`src/rtl/edge_detect_multi_if.sv`:
```
// ----------------------------------------------------------------------------
// edge_detect_multi_if
//   Bundles the channel-facing signals of edge_detect_multi.
//   master : the side that owns the raw inputs and configuration (board/core)
//   slave  : the edge detector itself
//
//   signal    [N_CH-1:0]    raw asynchronous inputs
//   edge_mode [2*N_CH-1:0]  per channel [2i+1:2i]: 00 off, 01 assert, 10 de-assert, 11 both
//   clr       [N_CH-1:0]    write-1-to-clear pending
//   level     [N_CH-1:0]    debounced, normalised level (1 = asserted)
//   pulse     [N_CH-1:0]    one-cycle strobe on a qualifying debounced edge
//   pending   [N_CH-1:0]    sticky event flags
//   irq                     OR of pending, registered
//
//   There is no valid/ready handshake here: inputs are level-sampled every
//   clock and outputs are registered and valid every cycle.
// ----------------------------------------------------------------------------
interface edge_detect_multi_if #(
   parameter int N_CH = 4
);
   logic [N_CH-1:0]   signal;
   logic [2*N_CH-1:0] edge_mode;
   logic [N_CH-1:0]   clr;
   logic [N_CH-1:0]   level;
   logic [N_CH-1:0]   pulse;
   logic [N_CH-1:0]   pending;
   logic              irq;

   modport master (
      output signal, edge_mode, clr,
      input  level, pulse, pending, irq
   );

   modport slave (
      input  signal, edge_mode, clr,
      output level, pulse, pending, irq
   );
endinterface

```
`src/rtl/edge_detect_multi.sv`:
```
// ----------------------------------------------------------------------------
// edge_detect_multi
//   N-channel edge detector for asynchronous board inputs. Each channel has a
//   synchroniser, a debounce filter, a selectable edge qualifier producing a
//   single-cycle pulse, and a sticky pending flag. All pending flags are
//   OR-reduced into one registered irq line.
//
//   Ports
//     clk    system clock
//     reset  asynchronous, active-high reset
//     bus    edge_detect_multi_if.slave (signal, edge_mode, clr in;
//            level, pulse, pending, irq out)
//
//   A raw change held stable shows up on level/pulse SYNC_STAGES +
//   DEBOUNCE_CYCLES rising edges after the first edge that samples it.
// ----------------------------------------------------------------------------
module edge_detect_multi #(
   parameter int              N_CH            = 4,
   parameter int              SYNC_STAGES     = 2,
   parameter int              DEBOUNCE_CYCLES = 16,
   parameter logic [N_CH-1:0] ACTIVE_LOW      = '0
) (
   input  logic                clk,
   input  logic                reset,
   edge_detect_multi_if.slave  bus
);

   localparam int              CNT_W   = $clog2(DEBOUNCE_CYCLES + 1);
   localparam logic [CNT_W-1:0] CNT_LAST = CNT_W'(DEBOUNCE_CYCLES - 1);

   logic [SYNC_STAGES-1:0] sync_q [N_CH];
   logic [CNT_W-1:0]       cnt_q  [N_CH];
   logic [N_CH-1:0]        level_q;
   logic [N_CH-1:0]        pulse_q;
   logic [N_CH-1:0]        pending_q;
   logic                   irq_q;

   // Normalised synchronised input, accept strobe and qualified event.
   logic [N_CH-1:0]        s;
   logic [N_CH-1:0]        accept;
   logic [N_CH-1:0]        fire;

   always_comb begin
      s      = '0;
      accept = '0;
      fire   = '0;
      for (int i = 0; i < N_CH; i++) begin
         s[i]      = sync_q[i][SYNC_STAGES-1] ^ ACTIVE_LOW[i];
         accept[i] = (s[i] != level_q[i]) && (cnt_q[i] == CNT_LAST);
         // s is the level being accepted: 1 means an assert edge, 0 a de-assert
         // edge. Mode is only looked at here, so changing it never makes or
         // drops an event by itself.
         fire[i]   = accept[i] && (s[i] ? bus.edge_mode[2*i] : bus.edge_mode[2*i+1]);
      end
   end

   always_ff @(posedge clk or posedge reset) begin
      if (reset) begin
         for (int i = 0; i < N_CH; i++) begin
            // Chain starts at the raw de-asserted level so an input already
            // asserted at release is seen as a genuine assert edge.
            sync_q[i] <= {SYNC_STAGES{ACTIVE_LOW[i]}};
            cnt_q[i]  <= '0;
         end
         level_q   <= '0;
         pulse_q   <= '0;
         pending_q <= '0;
         irq_q     <= 1'b0;
      end else begin
         for (int i = 0; i < N_CH; i++) begin
            sync_q[i] <= {sync_q[i][SYNC_STAGES-2:0], bus.signal[i]};

            if (s[i] == level_q[i]) begin
               // Any return to the current level restarts the stability count.
               cnt_q[i] <= '0;
            end else if (accept[i]) begin
               level_q[i] <= s[i];
               cnt_q[i]   <= '0;
            end else begin
               cnt_q[i] <= cnt_q[i] + 1'b1;
            end
         end
         pulse_q   <= fire;
         // A new event beats a simultaneous clear.
         pending_q <= fire | (pending_q & ~bus.clr);
         irq_q     <= |pending_q;
      end
   end

   assign bus.level   = level_q;
   assign bus.pulse   = pulse_q;
   assign bus.pending = pending_q;
   assign bus.irq     = irq_q;

endmodule

```
`src/flat_wrapper.sv`:
```
// flat-port wrapper written by rule: the top's interface ports become plain ports
module edge_detect_multi_flat 
#(
   parameter int              N_CH            = 4,
   parameter int              SYNC_STAGES     = 2,
   parameter int              DEBOUNCE_CYCLES = 16,
   parameter logic [N_CH-1:0] ACTIVE_LOW      = '0
)
  (clk, reset, bus_signal, bus_edge_mode, bus_clr, bus_level, bus_pulse, bus_pending, bus_irq);
  edge_detect_multi_if #(.N_CH(N_CH)) bus_i ();
  input  logic clk;
  input  logic reset;
  input wire logic [$bits(bus_i.signal)-1:0] bus_signal;
  input wire logic [$bits(bus_i.edge_mode)-1:0] bus_edge_mode;
  input wire logic [$bits(bus_i.clr)-1:0] bus_clr;
  output wire logic [$bits(bus_i.level)-1:0] bus_level;
  output wire logic [$bits(bus_i.pulse)-1:0] bus_pulse;
  output wire logic [$bits(bus_i.pending)-1:0] bus_pending;
  output wire logic [$bits(bus_i.irq)-1:0] bus_irq;
  assign bus_i.signal = bus_signal;
  assign bus_i.edge_mode = bus_edge_mode;
  assign bus_i.clr = bus_clr;
  assign bus_level = bus_i.level;
  assign bus_pulse = bus_i.pulse;
  assign bus_pending = bus_i.pending;
  assign bus_irq = bus_i.irq;
  edge_detect_multi #(.N_CH(N_CH), .SYNC_STAGES(SYNC_STAGES), .DEBOUNCE_CYCLES(DEBOUNCE_CYCLES), .ACTIVE_LOW(ACTIVE_LOW)) u_core (.clk(clk), .reset(reset), .bus(bus_i));
endmodule
```
`config.mk`:
```
export PLATFORM = sky130hd
export DESIGN_NAME = edge_detect_multi_flat
export DESIGN_NICKNAME = d
export VERILOG_FILES = /design/src/rtl/edge_detect_multi_if.sv /design/src/rtl/edge_detect_multi.sv /design/src/flat_wrapper.sv
export SDC_FILE = /design/constraint.sdc
export NUM_CORES = 1
export LEC_CHECK = 0
export ABC_AREA = 0
export ABC_CLOCK_PERIOD_IN_PS = 3000
export CAP_MARGIN = 40
export CORE_ASPECT_RATIO = 0.7
export CORE_MARGIN = 5
export CORE_UTILIZATION = 45
export CTS_CLUSTER_DIAMETER = 120
export DETAILED_ROUTE_END_ITERATION = 8
export PLACE_DENSITY = 0.69
export SLEW_MARGIN = 20
export SYNTH_ARGS = -nofsm -noshare
export SYNTH_HDL_FRONTEND = slang
export SYNTH_SLANG_ARGS = --single-unit
export TNS_END_PERCENT = 5
```
`constraint.sdc`:
```
create_clock -name clk -period 3 [get_ports clk]
set_input_delay 0.45 -clock clk [delete_from_list [all_inputs] [get_ports clk]]
set_output_delay 0.45 -clock clk [all_outputs]
set_load 0.01 [all_outputs]
```
==> reports/results.ini <==
[power_and_ir_drop]
power_leakage_uw = 0.00100
powerDensity_nw_per_um2 = 488
peakVddDrop_v = 0.000283

[timing]
tns_ns = 0
rsz0062_at_grt = no
fin_crit_sh = 0.575
finalClockSkew_ns = 0.00455
fin_ws_ns = 1.28
slew_headroom = 0.667
clock.fmax_ghz = 0.580
final-hold-violation-count = 0
layout_min_cycle_time_ns = 1.72
finalSetupViolCount = 0
worstMarginPinSlew_ns = 0.500
slew_violations = 0

[floorplanning]
dieHeight_um = 59.6
pin_count = 31
rows = 18
die_x_um = 80.9
die-area_um2 = 4820
start_util = 0.459
core_area_um2 = 3450

[worst_setup_path]
cp_max_fo = 4
end_kind = output pin
path_cells = clkdlybuf4s50_1
cp.arrival_ns = 1.27
cp-start-kind = register
path_buf_inv = 1
path_delay_family = buffers and inverters
worstSetupPathType = reg2out
required_ns = 2.55
slowest_delay_ns = 0.57
cp_slowest_cell = clkdlybuf4s50_1

[clocking]
cts_hold_buf = 0
cts_setup_buffers = 0
clk_path_buf_depth = 2
cts_resized = 0
cts_tree = yes
insertion_delay_ns = 0.29
cts_htree_levels = 2
clock_sink_count = 41
cts_buffers = 5
root_buffer = clkbuf_8
clk_pin_slew_worst_paths_ns = 0.07

[grt]
antenna_found_initial = 0
gr-total-overflow = 0
grt_pass1_vias = 1099
grt_max_degree = 42
grt_pass1_wl_um = 4820
grtUsageTotal = 0.135

[cells_and_area]
nNetsFinal = 185
area_growth_pct = 28.6
antenna_cells = 0
layout_common_cells = dfrtp_1, clkdlybuf4s50_1, nor2_1
layout-drive-gt1-share = 0.0854
mostFrequentLayoutCell = dfrtp_1
fillCellCount = 282

[yosys]
synthDistinctLibCells = 24
yosysSeqAreaShare = 0.648
yosysWarnings = 0
synth.cell_area_um2 = 1580
synth_cells = 125
synth-seq-cells = 41
syn_area_per_cell_um2 = 12.7
syn_nets = 147

[status]
status = finished, final reports clean

[route]
drc_errors = 0
vias = 1013
met2_length_um = 1290
detail_route.vias_per_cell = 4.73
wl_per_cell_um = 12.6
highest_layer = met4
dr.pass1.iters = 4
drtIter0Drc = 31
route.final.wire_length_um = 2700
dr_wl_met3_um = 165
m1WireLength_um = 1180
ant_nets = 0

[hold_path]
hold_class = reg2reg

[placement]
post-place-ws_ns = 1.51
gp_congestion = 0.750
io_buffers = 30
dp_hpwl_um = 1990

[flow_run]
max_cap_violations = 0

[metrics by stage]
stage                     cells  total power, uW  utilization  hold WS, ns  area [um2]
after global placement      206              665        0.567        0.334        1950
final                       214              993        0.591        0.350        2040
after floorplan             125              633            -        0.331        1580
after CTS                   214             1010        0.591        0.352        2040
after detailed placement    206              670        0.567        0.335        1950
after global routing        214             1040        0.591        0.362        2040
[state kept, by name, summed over array words and instances (netlist names)]
| signal | cells |
|---|---|
| u_core.bus.pending | 4 |
| u_core.bus.pulse | 4 |
| u_core.cnt_q | 20 |
| u_core.s | 4 |
| u_core.bus.level | 4 |
| u_core.bus.irq | 1 |
| u_core.sync_q | 4 |
[routing by layer]
metal | vias up | GRT usage
li1 | 496 | -
met1 | 489 | 0.148
met2 | 20 | 0.227
met3 | 8 | 0.0517
met4 | 0 | 0.0771
met5 | - | 0
[kinds of logic (layout without fill, tap and decap cells)]
logic type	after synthesis	after routing	share of synthesized area
mux	7	7	0.0482
fa+ha+maj	4	4	0.0316
flops	41	41	0.648
buf+inv	8	47	0.0190
simple gates	41	41	0.137
xor+xnor	13	13	0.0719
compound gates	11	11	0.0443
[synth_stat cells]
cell	instances	area, um2
nand3_1	8	40.0
a21oi_1	1	5.00
ha_1	4	50.1
nor3_1	1	5.00
nor2_1	15	56.3
o22ai_1	1	6.26
nand2_1	3	11.3
or4_1	1	7.51
dfrtp_1	41	1030
and3_1	3	18.8
nor4_2	1	12.5
a31oi_1	1	6.26
xor2_1	9	78.8
and4b_1	1	10.0
and2_1	3	18.8
mux2_2	5	56.3
nand2b_1	1	6.26
o21ai_0	3	15.0
xnor2_1	4	35.0
mux2i_1	2	20.0
a211oi_1	2	15.0
a21o_1	3	22.5
nand3b_1	4	30.0
inv_1	8	30.0
[report_power, final]
part	leakage [uW]	internal, uW	switching [uW]
clock	0.0000450	161	175
combinational	0.000411	38.8	31.2
sequential	0.000544	572	15.9
[cell type report]
type,instances,area (um2),area share
Sequential cell,41,1030,0.504
Clock buffer,6,72.6,0.0356
Tap cell,50,62.6,0.0307
Inverter,8,30.0,0.0148
Clock inverter,2,10.0,0.00492
Timing Repair Buffer,31,308,0.151
Multi-Input combinational cell,76,527,0.259
[worst paths after layout]
check                                                start                         endpoint  slack (ns)  cells after the start
max                        u_core.bus.level[3]$_DFFE_PP0P_                     bus_level[3]        1.28                      1
min                             u_core.sync_q[0]$_DFF_PP0_            u_core.s[3]$_DFF_PP0_        0.35                      0
max reg2reg                     u_core.cnt_q[15]$_DFF_PP0_  u_core.bus.level[0]$_DFFE_PP0P_        1.61                      3
min reg2reg                     u_core.sync_q[0]$_DFF_PP0_            u_core.s[3]$_DFF_PP0_        0.35                      0
max in group asynchronous                            reset            u_core.s[0]$_DFF_PP0_        2.06                      3
min in group asynchronous                            reset       u_core.cnt_q[15]$_DFF_PP0_        0.59                      3
(Power assumes the default switching activity.)
